## src/rtl/food_spawner.sv

```systemverilog
// food_spawner
//   Producer side of the snake food interface. Owns NUM_FOOD food slots,
//   detects the snake head landing on a placed slot, retires that slot one
//   cycle later (so each hit is counted once) and refills empty slots at
//   pseudo-random free grid cells drawn from a 16-bit LFSR.
//
// Ports
//   clk         system clock
//   reset       synchronous, active-high reset
//   headx       snake head x, pixels
//   heady       snake head y, pixels
//   foodx       per-slot x, pixels (10'h3FF while the slot is empty)
//   foody       per-slot y, pixels (9'h1FF while the slot is empty)
//   food_valid  bit i set when slot i holds placed food
//   eaten       one-cycle pulse: a slot was eaten
//   eaten_idx   index of the eaten slot, meaningful while eaten=1
//   all_placed  1 while every slot holds food
module food_spawner #(
    parameter int          NUM_FOOD = 9,
    parameter int          CELL     = 10,
    parameter int          COLS     = 64,
    parameter int          ROWS     = 48,
    parameter logic [15:0] SEED     = 16'hACE1
) (
    input  logic                clk,
    input  logic                reset,
    input  logic [9:0]          headx,
    input  logic [8:0]          heady,
    output logic [9:0]          foodx [NUM_FOOD],
    output logic [8:0]          foody [NUM_FOOD],
    output logic [NUM_FOOD-1:0] food_valid,
    output logic                eaten,
    output logic [3:0]          eaten_idx,
    output logic                all_placed
);

    // Off-grid parking values: no legal head position can ever equal them.
    localparam logic [9:0] PARK_X = 10'h3FF;
    localparam logic [8:0] PARK_Y = 9'h1FF;

    typedef enum logic {
        IDLE   = 1'b0,
        SEARCH = 1'b1
    } state_t;

    state_t              state;
    state_t              state_next;
    logic [15:0]         lfsr;
    logic                lfsr_fb;
    logic [5:0]          cx;
    logic [5:0]          cy;
    logic [9:0]          px;
    logic [8:0]          py;
    logic                cand_ok;
    logic                hit_any;
    logic [3:0]          hit_idx;
    logic                tgt_any;
    logic [3:0]          tgt_idx;
    logic                spawn;
    logic [NUM_FOOD-1:0] valid_next;

    // Fibonacci LFSR for x^16+x^14+x^13+x^11+1 in right-shifting form.
    assign lfsr_fb = lfsr[0] ^ lfsr[2] ^ lfsr[3] ^ lfsr[5];

    assign cx = lfsr[5:0];
    assign cy = lfsr[11:6];
    assign px = 10'(32'(cx) * CELL);
    // Truncation only matters for cy >= ROWS, which is rejected anyway.
    assign py = 9'(32'(cy) * CELL);

    always_comb begin
        hit_any    = 1'b0;
        hit_idx    = 4'd0;
        tgt_any    = 1'b0;
        tgt_idx    = 4'd0;
        cand_ok    = 1'b0;
        spawn      = 1'b0;
        valid_next = food_valid;
        state_next = state;

        // Descending scans so the lowest matching index wins.
        for (int i = NUM_FOOD - 1; i >= 0; i--) begin
            if (food_valid[i] && (foodx[i] == headx) && (foody[i] == heady)) begin
                hit_any = 1'b1;
                hit_idx = 4'(i);
            end
            if (!food_valid[i]) begin
                tgt_any = 1'b1;
                tgt_idx = 4'(i);
            end
        end

        cand_ok = (32'(cx) < COLS) && (32'(cy) < ROWS) &&
                  !((px == headx) && (py == heady));
        for (int i = 0; i < NUM_FOOD; i++) begin
            if (food_valid[i] && (foodx[i] == px) && (foody[i] == py)) begin
                cand_ok = 1'b0;
            end
        end

        // The target is an empty slot and the hit slot is a full one, so a
        // same-cycle hit and spawn always touch different slots.
        spawn = (state == SEARCH) && tgt_any && cand_ok;

        if (hit_any) begin
            valid_next[hit_idx] = 1'b0;
        end
        if (spawn) begin
            valid_next[tgt_idx] = 1'b1;
        end

        state_next = (&valid_next) ? IDLE : SEARCH;
    end

    always_ff @(posedge clk) begin
        if (reset) begin
            state      <= SEARCH;
            lfsr       <= SEED;
            food_valid <= '0;
            eaten      <= 1'b0;
            eaten_idx  <= 4'd0;
            all_placed <= 1'b0;
            for (int i = 0; i < NUM_FOOD; i++) begin
                foodx[i] <= PARK_X;
                foody[i] <= PARK_Y;
            end
        end else begin
            state      <= state_next;
            lfsr       <= {lfsr_fb, lfsr[15:1]};
            food_valid <= valid_next;
            all_placed <= &valid_next;
            eaten      <= hit_any;
            if (hit_any) begin
                eaten_idx <= hit_idx;
            end
            for (int i = 0; i < NUM_FOOD; i++) begin
                if (hit_any && (hit_idx == 4'(i))) begin
                    foodx[i] <= PARK_X;
                    foody[i] <= PARK_Y;
                end else if (spawn && (tgt_idx == 4'(i))) begin
                    foodx[i] <= px;
                    foody[i] <= py;
                end
            end
        end
    end

endmodule

```

## config.mk

```make
export PLATFORM = sky130hd
export DESIGN_NAME = food_spawner
export DESIGN_NICKNAME = d
export VERILOG_FILES = /design/src/rtl/food_spawner.sv
export SDC_FILE = /design/constraint.sdc
export NUM_CORES = 1
export LEC_CHECK = 0
export CAP_MARGIN = 20
export CORE_MARGIN = 4
export CORE_UTILIZATION = 59
export CTS_BUF_LIST = sky130_fd_sc_hd__clkbuf_16
export DETAILED_ROUTE_END_ITERATION = 10
export PLACE_DENSITY = 0.87
export SKIP_LAST_GASP = 1
export SLEW_MARGIN = 20
export SYNTH_ARGS = -nofsm -noshare
export SYNTH_HDL_FRONTEND = slang
export SYNTH_SLANG_ARGS = --single-unit
```

## constraint.sdc

```tcl
create_clock -name clk -period 6 [get_ports clk]
set_input_delay 1.8 -clock clk [delete_from_list [all_inputs] [get_ports clk]]
set_output_delay 1.8 -clock clk [all_outputs]
set_load 0.05 [all_outputs]
```

==> metrics.txt <==
PortBufs 206; Overflow after GRT 0; postcts setup bufs 0; overall die width 155.1 um; total power 0.003516 W; pin count of the biggest net entering global routing 29; clk root buf clkbuf_16; Total Wirelength 52.98 mm; drt initial violations 1,623; Die ar. 0.02405 mm^2; unrepaired setup endpoints after global routing no; mean number of vias per cell 6.612; share of the synthesized area in the top cell type 30.43%; CTS buffer count 17; I/O pins 207; Hold Fails Final Rpt 0; core footprint 0.02115 mm^2; Final setup viols 0; vias in the first global route 12,600; worst-skew pair later-pin latency 0.45 ns; endpoint type of the worst setup path register; clk buf depth 2; fin nets 1,706; count leader, synth nand2_1; Reg clk slew, reported paths 0.08 ns; Post-CTS Hold Fix Bufs 0; startpoint types input pin; skew final 0.01695 ns; Area contributors post-synth dfxtp_1, xnor2_1, xor2_1, mux2i_1, nand2_1; fmax 186.4 MHz; Clock H-tree levels 4; Netlist cell types 74; CTS tree yes; Starting Density 60.33%; Pleak 6.396 nW; Worst Tran Pin Value 0.8976 ns; CP Class in -> reg; CP required 6.29 ns; fin crit share 89.42%; initial antenna violation count 1; minimum clock period 5.365 ns; Mapped Cells 1,480; post_cts resized 0; first-pass GRT wire length 78.50 mm; Main synth FF type dfxtp_1; synth warn 0; Layout area overhead 23.86%; worst endpoint data arrival time 5.66 ns; worst hold margin 0.4254 ns; Synth top cells by count nand2_1, dfxtp_1, xnor2_1; DRC 0; Post-synth EDFFs 0; CP max FO 18; synthesized area 0.01276 mm^2; Max Cap Violations 0; relative slew slack 40.16%; RD Place Congestion 1.002; # rows 53; all-layer global routing usage 43.04%; HPWL Detailed 37.75 mm; min-delay worst type reg -> reg; total vias in the final route 12,930; worst vdd ir 172.2 uV; Yosys top cell by area dfxtp_1; total negative slack 0 ns; Syn Area/Cell 8.623 um^2; clock sink count 194; Seq cells post-synth 194; Pins Over Slew Limit 0; PD cells 222.4 mW/mm^2; Antenna Nets Post-Route 0; routed len/inst 27.08 um; chip height 155.1 um; asr flop ratio synth 0%; synthesized netlist net count 1,519; Seq/Total Area, Yosys 30.43%; status complete, no violations; share of post-route cells with drive strength above 1 8.690%; DRT Pass-1 Iters 5
==> flip-flops by register name, summed over array words and instances, names as in the netlist <==
| name | flops |
|---|---|
| all_placed | 1 |
| food_valid | 9 |
| eaten | 1 |
| state | 1 |
| eaten_idx | 4 |
| foodx | 90 |
| lfsr | 16 |
| foody | 72 |
==> layer usage <==
metal,routed length (um),vias up,track usage [%]
li1,-,5502,-
met1,19500,6104,57.73
met2,22050,1065,62.25
met3,7774,260,12.71
met4,3632,2,22.96
met5,29,-,1.035
==> final timing paths <==
kind / from / endpoint / slack [ns] / cells after the start
max: headx[7] / foody[44] / 0.63 / 11
min: lfsr[12] / lfsr[11] / 0.43 / 1
max reg2reg: lfsr[3] / all_placed / 0.65 / 12
min reg2reg: lfsr[12] / lfsr[11] / 0.43 / 1
==> placed cells by master, fill, tap and decap left out, drive strengths merged, types with 4 or more instances in the layout <==
| cell | Yosys | routed |
|---|---|---|
| nand2 | 222 | 222 |
| clkdlybuf4s50 | 0 | 206 |
| dfxtp | 194 | 194 |
| xnor2 | 183 | 183 |
| xor2 | 131 | 131 |
| mux2i | 105 | 105 |
| buf | 71 | 79 |
| nand4 | 50 | 50 |
| nand3 | 49 | 49 |
| nor2 | 47 | 47 |
| nor4 | 42 | 42 |
| o21ai | 29 | 29 |
| a21oi | 29 | 29 |
| inv | 20 | 26 |
| o211ai | 24 | 24 |
| nand2b | 19 | 19 |
| nor3 | 19 | 19 |
| clkbuf | 46 | 17 |
| or2 | 17 | 17 |
| ha | 16 | 16 |
| or4 | 13 | 13 |
| nor2b | 12 | 12 |
| a211oi | 11 | 11 |
| xnor3 | 10 | 10 |
| and3 | 9 | 9 |
| o2111ai | 9 | 9 |
| nand4b | 9 | 9 |
| a221oi | 9 | 9 |
| and2 | 8 | 8 |
| a22oi | 8 | 8 |
| clkinv | 0 | 8 |
| or3 | 7 | 7 |
| a21o | 5 | 5 |
| nor4b | 5 | 5 |
| a21boi | 4 | 4 |
| a31oi | 4 | 4 |
| or4b | 4 | 4 |
==> worst max-delay path, cell delays in order <==
cell and delay [ns]:
clkdlybuf4s50_1 0.60, buf_4 0.26, xor2_1 0.10, nor4_1 0.31, nand3_1 0.16, nor4_1 0.55, o21ai_0 0.28, a21oi_1 0.62
nand2b_1 0.20, and2_1 0.59, o211ai_1 0.17
==> power by group <==
part           switching [W]  internal [W]  leakage [nW]  total, W
sequential         0.0000460       0.00131          1.58   0.00136
combinational       0.000633      0.000360          4.53  0.000993
clock               0.000575      0.000587         0.287   0.00116
total                0.00125       0.00226          6.40   0.00352
==> per-stage QoR <==
| step | setup slack (ns) | util (%) | area [um^2] | cells |
|---|---|---|---|---|
| finish | 0.6345 | 74.73 | 15810 | 1956 |
| floorplan | 1.364 | - | 12760 | 1480 |
| detailed placement | 0.3795 | 71.95 | 15220 | 1923 |
| global route | 0.4092 | 74.71 | 15810 | 1955 |
| global placement | 0.2876 | 71.89 | 15210 | 1923 |
| CTS | 0.5200 | 74.69 | 15800 | 1955 |
==> cell families (layout without fill, tap and decap cells) <==
family	Yosys count	after routing	synth area share, %
compound gates	160	160	8.932
xor+xnor	326	326	23.92
flops	194	194	30.43
other cells	0	1	0
fa+ha+maj	18	18	1.882
simple gates	540	540	21.49
buf+inv	137	337	5.108
mux	105	105	8.235
==> layout make-up <==
type,instances,area (um^2)
multi-input cells,1149,8257
fillers,1570,5346
flip-flops and latches,194,3884
repair buffers,285,2668
clock buffers,17,425.4
well taps,275,344.1
clock inverters,15,152.6
inverters,20,75.07
diodes,1,2.502
No activity file was read; power rests on OpenSTA's default activity.
